<file path="config.mk">
export PLATFORM = sky130hd
export DESIGN_NAME = timer_ctrl
export DESIGN_NICKNAME = d
export VERILOG_FILES = /design/src/rtl/timer_pkg.sv /design/src/rtl/tick_prescaler.sv /design/src/rtl/timer_ctrl.sv
export SDC_FILE = /design/constraint.sdc
export NUM_CORES = 1
export LEC_CHECK = 0
export CAP_MARGIN = 20
export CORE_UTILIZATION = 50
export CTS_CLUSTER_SIZE = 20
export DETAILED_ROUTE_END_ITERATION = 8
export GPL_TIMING_DRIVEN = 0
export HOLD_SLACK_MARGIN = 0.06
export PLACE_DENSITY = 0.81
export SKIP_CTS_REPAIR_TIMING = 1
export SLEW_MARGIN = 20
export SYNTH_ARGS = -nofsm -noshare
export SYNTH_HDL_FRONTEND = slang
export SYNTH_SLANG_ARGS = --single-unit
</file>
<file path="constraint.sdc">
create_clock -name clk -period 2.65 [get_ports clk]
set_input_delay 0.53 -clock clk [delete_from_list [all_inputs] [get_ports clk]]
set_output_delay 0.53 -clock clk [all_outputs]
set_load 0.01 [all_outputs]
</file>
<file path="src/rtl/timer_pkg.sv">
// timer_pkg: shared state encoding, digit geometry and default tick divider for the timer control block
package timer_pkg;
  localparam int DIGIT_W = 4;
  localparam int NUM_DIGITS = 4;
  localparam int BUF_W = DIGIT_W * NUM_DIGITS;
  localparam int DEF_TICK_DIV = 100;
  typedef enum logic [2:0] {
    IDLE  = 3'd0,
    ENTRY = 3'd1,
    LOAD  = 3'd2,
    RUN   = 3'd3,
    PAUSE = 3'd4,
    DONE  = 3'd5
  } state_t;
endpackage

</file>
<file path="src/rtl/tick_prescaler.sv">
// tick_prescaler: mod-TICK_DIV counter (clk, rst, i_clr sync clear, i_en advance) flagging terminal count on o_tc
module tick_prescaler #(
  parameter int TICK_DIV = 100
) (
  input  logic clk,
  input  logic rst,
  input  logic i_clr,
  input  logic i_en,
  output logic o_tc
);
  localparam int W = TICK_DIV > 1 ? $clog2(TICK_DIV) : 1;
  logic [W-1:0] r_cnt;
  assign o_tc = r_cnt == W'(TICK_DIV - 1);
  always_ff @(posedge clk)
    if (rst || i_clr) r_cnt <= '0;
    else if (i_en) r_cnt <= o_tc ? '0 : r_cnt + W'(1);
endmodule

</file>
<file path="src/rtl/timer_ctrl.sv">
// timer_ctrl: keypad MM:SS entry buffer, load/run/pause/done FSM and count_en tick toward the BCD counter chain
module timer_ctrl
  import timer_pkg::*;
#(
  parameter int TICK_DIV = DEF_TICK_DIV
) (
  input  logic               clk,
  input  logic               rst,
  input  logic               digit_valid,
  input  logic [DIGIT_W-1:0] digit,
  input  logic               start,
  input  logic               stop_clear,
  input  logic               zero_L,
  output logic [BUF_W-1:0]   load_value,
  output logic               load,
  output logic               count_en,
  output logic               running,
  output logic               done
);
  state_t r_state, w_nxt;
  logic [BUF_W-1:0] r_buf;
  logic [2:0] r_cnt;
  logic w_tc, w_entry, w_go, w_acc;
  assign w_entry = r_state == IDLE || r_state == ENTRY;
  assign w_go = w_entry && start && !stop_clear && r_buf != '0;
  assign w_acc = w_entry && digit_valid && digit <= 4'd9 && r_cnt < 3'(NUM_DIGITS) && !stop_clear && !w_go;
  always_comb begin
    w_nxt = r_state;
    case (r_state)
      IDLE, ENTRY: w_nxt = stop_clear ? IDLE : w_go ? LOAD : w_acc ? ENTRY : r_state;
      LOAD:        w_nxt = RUN;
      RUN:         w_nxt = stop_clear ? PAUSE : !zero_L ? DONE : RUN;
      PAUSE:       w_nxt = stop_clear ? IDLE : start ? RUN : PAUSE;
      DONE:        w_nxt = (start || stop_clear) ? IDLE : DONE;
      default:     w_nxt = IDLE;
    endcase
  end
  always_ff @(posedge clk)
    if (rst) begin
      r_state <= IDLE;
      r_buf <= '0;
      r_cnt <= '0;
    end else begin
      r_state <= w_nxt;
      if (w_nxt == IDLE) begin
        r_buf <= '0;
        r_cnt <= '0;
      end else if (w_acc) begin
        r_buf <= {r_buf[BUF_W-DIGIT_W-1:0], digit};
        r_cnt <= r_cnt + 3'd1;
      end
    end
  // A pause freezes the partial count, but a tick already issued this cycle still wraps so it is not reissued on resume.
  tick_prescaler #(.TICK_DIV(TICK_DIV)) u_pre (
    .clk  (clk),
    .rst  (rst),
    .i_clr(r_state == LOAD),
    .i_en (running && (!stop_clear || w_tc)),
    .o_tc (w_tc)
  );
  assign load = r_state == LOAD;
  assign running = r_state == RUN;
  assign done = r_state == DONE;
  assign load_value = r_buf;
  assign count_en = running && w_tc && zero_L;
endmodule

</file>
==> flow_metrics.py <==
metrics = {
    "outcome": {
        "outcome": "complete, no violations",
    },
    "routing": {
        "via_count": 1566,
        "ant_nets": 0,
        "firstDrtPassIters": 4,
        "wl_per_cell_um": 17.22,
        "viasPerCell": 6.552,
        "wirelength_um": 4116,
        "drcViolationCount": 0,
        "drtIter0Drc": 80,
    },
    "placed_design": {
        "place_inst": 232,
        "hpwl_um": 2926,
        "port_buffers": 28,
        "gp_congestion": 0.8127,
    },
    "floorplanning": {
        "pin_count": 30,
        "start_util_pct": 53.31,
        "rows": 19,
        "core_mm2": 0.002781,
        "die_h_um": 56.46,
        "die_x_um": 56.46,
        "die_area_mm2": 0.003187,
    },
    "layout": {
        "layout_common_cells": "dfxtp_1 (29), clkdlybuf4s50_1 (28), nand4_1 (22)",
        "nNetsFinal": 220,
        "final_util_pct": 67.30,
        "antenna_cells": 0,
        "area_growth_pct": 26.25,
        "finalNonFillerCells": 239,
        "final_common_cell": "dfxtp_1",
        "layout-drive-gt1-share_pct": 8.173,
    },
    "setup_path": {
        "cp-end-kind": "output port",
        "crit_fanout": 7,
        "cp.arrival_ns": 1.95,
        "critPathLaunchType": "register",
        "path_class": "reg -> out",
        "r2r_slack_ns": 0.43,
        "required_ns": 2.12,
    },
    "synth": {
        "synth_ff_type": "dfxtp_1",
        "yosysWarningCount": 0,
        "seq_area_frac_synth_pct": 39.16,
        "synth_edf_count": 0,
        "synth_area_mm2": 0.001483,
        "syn-num-nets": 185,
        "syn-instance-count": 173,
        "synthArstFlopShare_pct": 0,
        "yosysUniqueCellTypes": 41,
        "ys_ff_latch": 29,
        "syn_avg_cell_area_um2": 8.570,
    },
    "global_routing": {
        "grt_first_pass_wirelength_um": 6561,
        "grt_pass1_vias": 1455,
        "grt_usage_pct": 26.82,
        "antenna_found_initial": 0,
        "overflow": 0,
        "grt_start_max_net_pins": 11,
    },
    "sta": {
        "fmax_mhz": 403.1,
        "finalCritPeriodShare_pct": 93.60,
        "hold_viol_final": 0,
        "setup_violations": 0,
        "relSlewSlack_pct": 50.71,
        "worstMarginPinSlew_ns": 0.7294,
        "rsz0062_at_grt": "no",
        "drv_slew": 0,
        "clock-skew-final_ns": 0.007286,
        "fin_crit_ns": 2.480,
    },
    "cts": {
        "clk_latency_ns": 0.33,
        "cts_root_buf": "clkbuf_4",
        "h-tree-depth": 2,
        "cts_tree": "built",
        "cts.sinks": 29,
        "cts_buffers": 5,
        "clockBufferDepth": 2,
        "cts.clk_slew.worst_paths_ns": 0.09,
    },
    "power_and_ir_drop": {
        "p_per_area_mw_per_mm2": 426.2,
        "p_sw_share_pct": 25.89,
        "clkPwrFrac_pct": 34.5,
        "seqPwrFrac_pct": 55.0,
        "p_sw_mw": 0.2065,
        "peakVddDrop_mv": 0.3847,
        "intPower_mw": 0.5912,
        "p_comb_share_pct": 10.5,
        "leakagePower_nw": 0.6087,
    },
    "min_path": {
        "min_path_type": "reg -> reg",
    },
    "run": {
        "maxCapViolCount": 0,
    },
}
-- critical path, stage by stage (launching register included) --
cell,delay [ns]
dfxtp_1,0.39
nor4b_4,0.36
nand3_1,0.18
nor2_1,0.14
clkdlybuf4s50_1,0.54
-- flip-flops by register name, summed over array words and instances (netlist names) --
name,count
r_cnt,3
r_state,3
load_value,16
u_pre.r_cnt,7
-- area by class of cell --
class	instances	area [µm²]
clock buffers	7	55.05
multi-input cells	125	838.3
inverters	4	15.01
plain buffers	15	63.81
repair buffers	28	280.3
fillers	232	909.6
well taps	31	38.79
flip-flops and latches	29	580.6
-- cell usage after synthesis, types with 2 or more instances --
cell type	number	area share [%]
a21o_1	2	1.0
a21oi_1	21	7.1
a31oi_1	2	0.84
and3_1	3	1.3
buf_2	3	1.0
clkbuf_1	11	2.8
dfxtp_1	29	39
ha_1	2	1.7
inv_1	4	1.0
nand2_1	3	0.76
nand2b_1	3	1.3
nand3_1	3	1.0
nand4_1	22	9.3
nor2_1	11	2.8
o21ai_0	2	0.68
o31ai_1	19	9.6
or4_1	5	2.5
or4_4	2	1.5
xor2_1	4	2.4
-- metal layers --
layer / up-vias / GRT usage, % / wire length [µm]
li1: 748 / - / -
met1: 730 / 32.85 / 1672
met2: 78 / 42.69 / 2069
met3: 10 / 8.295 / 289
met4: 0 / 12.54 / 85
met5: - / 0 / 0
-- per-stage QoR --
step	total power, mW	cell area, µm²	setup slack [ns]	hold WS (ns)	TNS (ns)
final	0.7977	1872	0.1695	0.4911	0
after floorplan	0.4985	1483	0.5982	0.4313	0
after CTS	0.7977	1857	-0.09424	0.4913	-0.09424
after global placement	0.5285	1802	0.2161	0.4594	0
after detailed placement	0.5304	1802	0.1143	0.4790	0
after global routing	0.8210	1872	0.04372	0.5168	0
-- power groups by stage --
stage | clock network [mW] | registers [mW] | logic (mW)
after global routing | 0.292 | 0.439 | 0.0897
after detailed placement | 0 | 0.449 | 0.0818
after global placement | 0 | 0.449 | 0.0800
after floorplan | 0 | 0.449 | 0.0499
final | 0.275 | 0.438 | 0.0839
after CTS | 0.277 | 0.438 | 0.0821
-- kinds of logic (layout without fill, tap and decap cells) --
logic type | after synthesis | count (layout) | share of synthesized area (%)
adder cells (fa/ha/maj) | 2 | 2 | 1.687
XOR/XNOR | 5 | 5 | 2.953
AO/OA/AOI/OAI | 58 | 58 | 26.50
AND/OR/NAND/NOR | 60 | 60 | 24.39
flip-flops | 29 | 29 | 39.16
buffers and inverters | 19 | 54 | 5.316
-- final timing paths --
path,from,endpoint,depth (start not counted)
max,u_pre.r_cnt[2]$_SDFFE_PP0P_,count_en,4
min,load_value[13]$_SDFFE_PP0P_,load_value[13]$_SDFFE_PP0P_,2
max reg2reg,load_value[11]$_SDFFE_PP0P_,load_value[15]$_SDFFE_PP0P_,6
min reg2reg,load_value[13]$_SDFFE_PP0P_,load_value[13]$_SDFFE_PP0P_,2
Note: power is estimated with default switching activity, not from simulation.
